### src/rtl/mem_port_arb.sv
// Single-port RAM arbiter between instruction fetch and data load/store.
// Data wins by default; fetch is forced through after STARVE_MAX back-to-back data grants.
module mem_port_arb #(
  parameter int ADDRW      = 32,
  parameter int DATAW      = 32,
  parameter int RD_LAT     = 1,
  parameter int STARVE_MAX = 3
) (
  input  logic             clk,
  input  logic             reset,
  input  logic             if_req,
  input  logic [ADDRW-1:0] if_addr,
  output logic             if_gnt,
  output logic             if_stall,
  output logic             if_rvalid,
  output logic [DATAW-1:0] if_rdata,
  input  logic             d_req,
  input  logic             d_we,
  input  logic [ADDRW-1:0] d_addr,
  input  logic [DATAW-1:0] d_wdata,
  output logic             d_gnt,
  output logic             d_rvalid,
  output logic [DATAW-1:0] d_rdata,
  output logic [ADDRW-1:0] mem_ad,
  output logic [DATAW-1:0] mem_d,
  output logic             mem_we,
  input  logic [DATAW-1:0] mem_q
);

  logic [3:0]        starve_cnt;
  logic              fetch_forced;
  logic              d_win;
  logic              tag_load_vld;
  logic              tag_load_is_d;
  logic [RD_LAT-1:0] tag_vld;
  logic [RD_LAT-1:0] tag_is_d;
  logic              resp_vld;
  logic [DATAW-1:0]  if_rdata_hold;
  logic [DATAW-1:0]  d_rdata_hold;

  assign fetch_forced = if_req && (starve_cnt == 4'(STARVE_MAX));
  assign d_win        = d_req && !fetch_forced;

  // Grants are suppressed during reset so nothing reaches the RAM or the pc hold.
  assign d_gnt    = !reset && d_win;
  assign if_gnt   = !reset && if_req && !d_win;
  assign if_stall = !reset && if_req && !if_gnt;

  assign mem_ad = d_gnt ? d_addr : if_addr;
  assign mem_d  = d_wdata;
  assign mem_we = d_gnt && d_we;

  always_ff @(posedge clk) begin
    if (reset) begin
      starve_cnt <= '0;
    end else if (if_gnt || !if_req) begin
      starve_cnt <= '0;
    end else if (d_gnt && (starve_cnt < 4'(STARVE_MAX))) begin
      starve_cnt <= starve_cnt + 4'd1;
    end
  end

  assign tag_load_vld  = if_gnt || (d_gnt && !d_we);
  assign tag_load_is_d = d_gnt;

  // Shift-left form keeps the same code valid for a one-deep pipeline.
  always_ff @(posedge clk) begin
    if (reset) begin
      tag_vld  <= '0;
      tag_is_d <= '0;
    end else begin
      tag_vld  <= (tag_vld << 1) | RD_LAT'(tag_load_vld);
      tag_is_d <= (tag_is_d << 1) | RD_LAT'(tag_load_is_d);
    end
  end

  assign resp_vld  = !reset && tag_vld[RD_LAT-1];
  assign if_rvalid = resp_vld && !tag_is_d[RD_LAT-1];
  assign d_rvalid  = resp_vld && tag_is_d[RD_LAT-1];

  always_ff @(posedge clk) begin
    if (reset) begin
      if_rdata_hold <= '0;
      d_rdata_hold  <= '0;
    end else begin
      if (if_rvalid) if_rdata_hold <= mem_q;
      if (d_rvalid)  d_rdata_hold  <= mem_q;
    end
  end

  // Read data passes straight through in its valid cycle, otherwise the last value is held.
  assign if_rdata = reset ? '0 : (if_rvalid ? mem_q : if_rdata_hold);
  assign d_rdata  = reset ? '0 : (d_rvalid  ? mem_q : d_rdata_hold);

endmodule
### config.mk
export PLATFORM = sky130hd
export DESIGN_NAME = mem_port_arb
export DESIGN_NICKNAME = d
export VERILOG_FILES = /design/src/rtl/mem_port_arb.sv
export SDC_FILE = /design/constraint.sdc
export NUM_CORES = 1
export LEC_CHECK = 0
export ABC_AREA = 1
export CORE_MARGIN = 2
export CORE_UTILIZATION = 32
export DETAILED_ROUTE_END_ITERATION = 8
export PLACE_DENSITY_LB_ADDON = 0.2
export SLEW_MARGIN = 20
export SYNTH_ARGS = -nofsm -noshare
export SYNTH_HDL_FRONTEND = slang
export SYNTH_SLANG_ARGS = --single-unit
### constraint.sdc
create_clock -name clk -period 1.8 [get_ports clk]
set_input_delay 0.18 -clock clk [delete_from_list [all_inputs] [get_ports clk]]
set_output_delay 0.18 -clock clk [all_outputs]
set_load 0.005 [all_outputs]
# Word level (Yosys, flattened, before mapping)
# Cells that the tools add are included.
# W data, S select, Z words.
op_classes:
  add_sub_neg: 1
  order_cmp: 1
  eq_ne: 1
  mux: 5
  reduce_logical: 22
ops:
  columns: ["operator", "n"]
  rows:
  - ["$mux W32", 5]
  - ["$logic_and A1 B1 Y1", 12]
  - ["$logic_not A1 Y1", 7]
  - ["$add A4 B1 Y4 const B", 1]
  - ["$eq A4 B2 Y1 const B", 1]
  - ["$lt A4 B2 Y1 const B", 1]
  - ["$logic_or A1 B1 Y1", 2]
  - ["$reduce_or A2 Y1", 1]
word_totals:
  regBits: 70
  out_inout_bits: 134

# Depth between registers and ports, before layout
# Gate-level depths: netlist (run 1).
depth:
  ltp_word: 8
  mapped_depth: 10
  mapped_depth_nobuf: 9

# Least setup slack after synthesis (run 1)
# No wires, ideal clock.
synth_path:
  kind: "register to output"
  from: "register starve_cnt[0]"
  to: "output port mem_ad[22]"
  t_arrival_ps: 1223
  path_slack_ps: 397
  stages_incl_launch_ff: 11
  path_cell_list: "dfxtp_1 > ha_1 > nand2_1 > inv_1 > nand2_1 > nand2_2 > nor2_4 > inv_2 > buf_6 > nand2_1 > nand2_1"
synth_between:
  elab_chain_len: 6
synth_lines:
  columns: ["item", "line_no", "source"]
  rows:
  - ["start: declaration", "30", "logic [3:0] starve_cnt;"]
  - ["start signal: assignment", "59", "starve_cnt <= starve_cnt + 4'd1;"]
  - ["$eq A4 B2 Y1", "41", "assign fetch_forced = if_req && (starve_cnt == 4'(STARVE_MAX));"]
  - ["$logic_and A1 B1 Y1", "41", null]
  - ["$logic_not A1 Y1", "42", "assign d_win = d_req && !fetch_forced;"]
  - ["$logic_and A1 B1 Y1", "42", null]
  - ["$logic_and A1 B1 Y1", "45", "assign d_gnt = !reset && d_win;"]
  - ["$mux W32", "49", "assign mem_ad = d_gnt ? d_addr : if_addr;"]
  - ["end: declaration", "24", "output logic [ADDRW-1:0] mem_ad,"]
# Every way passes these cells.

# Final worst setup path (run 1)
layout_path:
  from: "register starve_cnt[0]"
  to: "output port mem_ad[5]"
# The elaborated chain is that of the path after synthesis.

==> run_results.csv, run 1 <==
group,metric,value,unit
grt,first_global_vias,3768,
die,die_w,104,um
place,dp_hpwl,7.73,mm
yosys,netlist_instances,454,
power,power.switching,0.000980,W
yosys,syn_nets,588,
power,power,0.00362,W
run_status,violations,"negative setup slack",
yosys,synth_edf_count,0,
routing,drc,0,
min_path,hold_depth,3,
worst_setup_path,critPathKind,"flop to output port",
clocking,cts_hold_buf,0,
place,place.gp.congestion,0.733,
grt,grt_max_degree,46,
finish,antennaDiodeCount,0,
power,power_frac_seq,44.8,%
yosys,synth_common_cells,"228 x nand2_1, 70 x dfxtp_1, 36 x buf_4",
routing,wl_per_cell,14.9,um
worst_setup_path,reg2reg_depth,13,
routing,drt-met1-wl,4.83,mm
yosys,synth_top_area_share,44.2,%
clocking,h-tree-depth,3,
yosys,ys_ff_latch,70,
yosys,synth.most_common_cell,"nand2_1",
power,combPwrFrac,24.8,%
routing,detail-route-antenna-nets,0,
timing,fin_setup_tns,-7780,ps
worst_setup_path,end_kind,"output port",
yosys,avgSynthCellArea,6.99,sq um
routing,first_pass_iters,6,
routing,routed.top_layer,"met4",
timing,fin_ws,-368,ps
timing,final-hold-violation-count,0,
yosys,ys_seq_area_share,44.2,%
routing,vias,3886,
yosys,yosys.area_share.simple,29.9,%
die,dieArea,10700,sq um
yosys,synth_compound_area_share,10.6,%
run_status,status,"finished, violations left",
die,rows,36,
routing,viasPerCell,4.56,
timing,finalSetupViolCount,39,
clocking,cts_buffers,9,
clocking,path_clk_slew,70,ps
clocking,ctsLongestPathBuffers,2,
finish,layout.nets,850,
yosys,synthAdderAreaFrac,0.394,%
place,io_buffer_count,202,
yosys,synthMuxAreaShare,0,%
worst_setup_path,cp.arrival,1990,ps
clocking,cts_tree,"done",
routing,wl,12.7,mm
min_path,hp-class,"input pin to flop",
yosys,yosysUniqueCellTypes,22,
grt,grt.total_usage,22.3,%
yosys,yosysWarnings,0,
power,clock_power_share,30.4,%
power,power.density,573,nW/um^2
grt,grt_pass1_wl,19.4,mm
yosys,async_reset_ff_share,0,%
die,core-area,9680,sq um
routing,first_iter_violations,91,
clocking,clkSinkCount,70,
power,switching_share,27.1,%
timing,worst_slew_margin_rel,73.4,%
die,initial_core_util,32.8,%
power,irDropWorstVdd,0.321,mV
timing,slew_viol_final,0,
timing,finalClockSkew,18.5,ps
worst_setup_path,start_kind,"flop",
yosys,synthTopCellsByArea,"dfxtp_1 44%, nand2_1 27%, buf_4 8.5%",
job,drv_cap,0,
timing,rsz0062_at_grt,"true",
grt,gr-total-overflow,0,
yosys,synth_top_family_by_area,"simple AND/OR/NAND/NOR gates",
clocking,clock-root-buffer,"clkbuf_8",
yosys,syn_area,3170,sq um
clocking,clock_latency,340,ps
die,die_h,104,um
timing,fmax,0.461,GHz
timing,worst_slew_pin_slew,397,ps
yosys,synth_xor_area_share,0.276,%
worst_setup_path,cp_max_fo,6,
finish,drive_gt1_share,43.6,%
timing,period_share,120,%
grt,antenna_found_initial,0,
die,io_pins,267,
yosys,synth_top_area_cell,"dfxtp_1",
finish,area_growth_syn_to_layout,99.2,%
timing,post-route-min-period,2170,ps
routing,wl_met2,6.74,mm
power,power_leakage,3.01,nW
yosys,ys.flop_type,"dfxtp_1",
routing,wl_met3,917,um
worst_setup_path,worstPathRequired,1620,ps
power,internal-power,0.00264,W
-- metrics by stage --
| stage | instances | utilization, % | cell area [sq um] | setup slack [ps] | hold slack, ps |
|---|---|---|---|---|---|
| global route | 853 | 65.3 | 6320 | -445 | 300 |
| finish | 853 | 65.3 | 6320 | -368 | 289 |
| detailed placement | 759 | 54.0 | 5230 | -379 | 360 |
| CTS | 845 | 63.9 | 6190 | -488 | 277 |
| global placement | 759 | 54.0 | 5230 | -324 | 360 |
| floorplan | 454 | - | 3170 | 397 | 252 |
-- metal layers --
metal	global-route usage [%]	up-vias
met5	0	-
li1	-	1914
met4	5.31	0
met3	6.61	18
met1	24.4	1773
met2	42.1	181
-- worst max-delay path, cell delays in order (launching register included) --
cell	delay, ps
dfxtp_2	340
ha_4	160
nand2_2	70
inv_2	40
nand2_2	70
nand2_2	70
nor2_4	170
inv_4	60
buf_12	120
buf_8	130
buf_6	120
buf_6	100
nand2_2	40
nand2_1	40
buf_2	120
-- worst paths after layout --
check	startpoint	endpoint	slack [ps]
worst max register to register	starve_cnt[0]$_SDFFE_PP0P_	starve_cnt[2]$_SDFFE_PP0P_	-50
worst min-delay path	reset	tag_is_d$_SDFF_PP0_	290
worst min register to register	starve_cnt[2]$_SDFFE_PP0P_	starve_cnt[2]$_SDFFE_PP0P_	460
worst max-delay path	starve_cnt[0]$_SDFFE_PP0P_	mem_ad[5]	-370
-- cell type report --
class,instances,area [sq um]
inverters,12,50.0
clock buffers,9,124
clock inverters,6,40.0
flip-flops and latches,70,1410
multi-input cells,313,1660
fillers,837,3360
well taps,133,166
repair buffers,310,2870
-- sequential cells by signal, summed over array words and instances (netlist names) --
signal and count:
tag_is_d 1, tag_vld 1, if_rdata_hold 32, d_rdata_hold 32, starve_cnt 4
-- what timing repair did --
item / 4_1_cts / 5_1_grt
endpoints found under the setup margin: 102 / 100
hold endpoints to repair: 0 / 0
buffers inserted: 63 / 20
gates cloned: 9 / 2
gates resized for setup: 431 / 118
pin swaps: 7 / 12
-- power by group through the flow --
stage          registers, W  logic (W)  clock network [W]
5_1_grt             0.00163   0.000964            0.00119
4_1_cts             0.00162   0.000878            0.00112
2_1_floorplan       0.00165   0.000272                  0
3_3_place_gp        0.00166   0.000741                  0
6_report            0.00162   0.000898            0.00110
3_5_place_dp        0.00166   0.000746                  0
-- cells by family after synthesis --
family,after synthesis
adder cells (fa/ha/maj),1
AND/OR/NAND/NOR,244
flip-flops,70
buffers and inverters,71
AO/OA/AOI/OAI,67
XOR/XNOR,1
-- cell usage in the layout, fill, tap and decap left out, types with 7 or more instances in the layout --
master / count
buf_6: 27
clkbuf_8: 9
buf_4: 59
buf_2: 64
o21ai_1: 19
inv_1: 7
buf_8: 7
nand2_2: 32
buf_12: 13
clkbuf_2: 19
nand2_1: 193
o21ai_2: 40
dfxtp_1: 66
clkdlybuf4s50_1: 99
No activity file was read; power rests on OpenSTA's default activity.
==> run 2, diff against run 1 <==
- CORE_ASPECT_RATIO: default -> 0.5
- PLACE_DENSITY_LB_ADDON: 0.2 -> 0.25
==> run 2 against run 1 <==
Against the previous run: the run still ends with negative setup slack left; sequential share of layout area about the same; wire length increased by 1.5%; maximum frequency increased by 4.9%; sequential cell count unchanged; via count decreased by 3.9%; register-to-register slack got worse by 40 ps; sequential power about the same; worst setup slack improved by 100 ps; combinational power decreased by 2%; final area about the same; largest cell class unchanged.
==> run_results.csv, run 2 (synthesis results as in run 1) <==
group,metric,value,unit
grt,first_global_vias,3612,
worst_setup_path,critPathKind,"flop to output port",
finish,antennaDiodeCount,0,
clocking,h-tree-depth,3,
die,die_h,74.4,um
clocking,clock-root-buffer,"clkbuf_16",
clocking,path_clk_slew,60,ps
timing,final-hold-violation-count,0,
die,core-area,9540,sq um
routing,vias,3735,
timing,whs,313,ps
grt,grt.total_usage,22.6,%
worst_setup_path,worst-path-buf-inv,3,
timing,fmax,0.484,GHz
die,initial_core_util,33.3,%
place,dp.cells,772,
worst_setup_path,crit_family,"buffers and inverters",
power,irDropWorstVdd,0.400,mV
timing,slew_viol_final,0,
grt,grt_pass1_wl,18.5,mm
timing,worst_slew_margin_rel,77.3,%
clocking,cts_tree,"done",
finish,top_regs,"d_rdata_hold (32), if_rdata_hold (32), starve_cnt (4)",
routing,viasPerCell,4.46,
worst_setup_path,cp_slowest_cell,"clkdlybuf4s50_1",
clocking,cts_hold_buf,0,
worst_setup_path,cp.arrival,1890,ps
place,dp_hpwl,7.93,mm
timing,post-route-min-period,2070,ps
power,power_leakage,2.92,nW
finish,area_growth_syn_to_layout,99.3,%
grt,grt_max_degree,23,
grt,antenna_found_initial,0,
worst_setup_path,start_kind,"flop",
finish,mostFrequentLayoutCell,"nand2_1",
routing,first_pass_iters,4,
finish,layout.nets,831,
timing,finalSetupViolCount,36,
power,power.density,691,nW/um^2
timing,period_share,115,%
worst_setup_path,end_kind,"output port",
die,die_w,145,um
min_path,hp-class,"input pin to flop",
grt,gr-total-overflow,0,
job,drv_cap,0,
routing,wl,12.9,mm
place,io_buffer_count,202,
routing,detail-route-antenna-nets,0,
run_status,status,"finished, violations left",
finish,layout_common_cells,"185 x nand2_1, 100 x clkdlybuf4s50_1, 66 x dfxtp_1",
run_status,violations,"negative setup slack",
die,io_pins,267,
worst_setup_path,cp_max_fo,2,
die,dieArea,10800,sq um
finish,layout.cells.non_filler,837,
finish,fillCellCount,773,
routing,wl_per_cell,15.4,um
worst_setup_path,cp_slowest_stage_delay,510,ps
place,place.gp.congestion,0.711,
timing,finalClockSkew,3.05,ps
clocking,clock_latency,330,ps
timing,rsz0062_at_grt,"true",
timing,fin_ws,-267,ps
clocking,ctsLongestPathBuffers,2,
worst_setup_path,worstPathCellList,"ha_4 -> nand2_2 -> inv_2 -> a21boi_0 -> nand2_1 -> inv_1 -> clkdlybuf4s50_1",
timing,worst_slew_pin_slew,337,ps
routing,drc,0,
clocking,clkSinkCount,70,
clocking,cts_buffers,9,
finish,drive_gt1_share,38.9,%
routing,first_iter_violations,181,
worst_setup_path,worstPathRequired,1620,ps
die,rows,25,
[run 2: layer usage]
layer,part of all wire [%],GRT usage (%),vias to the layer above
li1,-,-,1881
met1,39,25.4,1698
met2,53,41.6,136
met3,6.4,7.08,20
met4,1.7,7.66,0
met5,0,0,-
[run 2: worst paths after layout]
| kind | from | end | slack, ps | cells past startpoint |
|---|---|---|---|---|
| min | reset | tag_is_d$_SDFF_PP0_ | 310 | 3 |
| max reg2reg | starve_cnt[0]$_SDFFE_PP0P_ | starve_cnt[1]$_SDFFE_PP0P_ | -90 | 15 |
| min reg2reg | starve_cnt[3]$_SDFFE_PP0P_ | starve_cnt[3]$_SDFFE_PP0P_ | 450 | 2 |
| max | starve_cnt[0]$_SDFFE_PP0P_ | if_stall | -270 | 7 |
[run 2: metrics by stage]
| step | TNS (ps) | worst slack (ps) | utilization [%] | power, W | instance area, sq um |
|---|---|---|---|---|---|
| 4_1_cts | -6620 | -251 | 65.1 | 0.00437 | 6210 |
| 5_1_grt | -10280 | -360 | 66.3 | 0.00455 | 6320 |
| 3_5_place_dp | -25290 | -324 | 56.1 | 0.00242 | 5350 |
| 3_3_place_gp | -22940 | -297 | 56.1 | 0.00242 | 5350 |
| 6_report | -6500 | -267 | 66.3 | 0.00437 | 6320 |
| 2_1_floorplan | 0 | 397 | - | 0.00192 | 3170 |
[run 2: tightest hold or removal path: cells and delay by family]
kind                   cells  cell delay, ps
and+or+nand+nor            1              50
buffers and inverters      2             380
[run 2: layout make-up]
class                   count  area (sq um)  area share, %
clock buffers              10           229           3.62
clock inverters             6          86.3           1.36
inverters                  12          57.6          0.910
multi-input cells         313          1590           25.1
flip-flops and latches     70          1410           22.3
well taps                 135           169           2.67
repair buffers            291          2790           44.0
[run 2: repair_timing]
action | CTS | global route
cloned | 9 | 1
setup buffers | 34 | 9
setup endpoints to repair | 102 | 92
gates resized for setup | 383 | 121
pin swaps | 12 | 16
hold endpoints to repair | 0 | 0
[run 2: where the power goes]
| part | switching [W] | internal, W |
|---|---|---|
| registers | 0.0000176 | 0.00161 |
| clock network | 0.000653 | 0.00121 |
| logic | 0.000356 | 0.000527 |
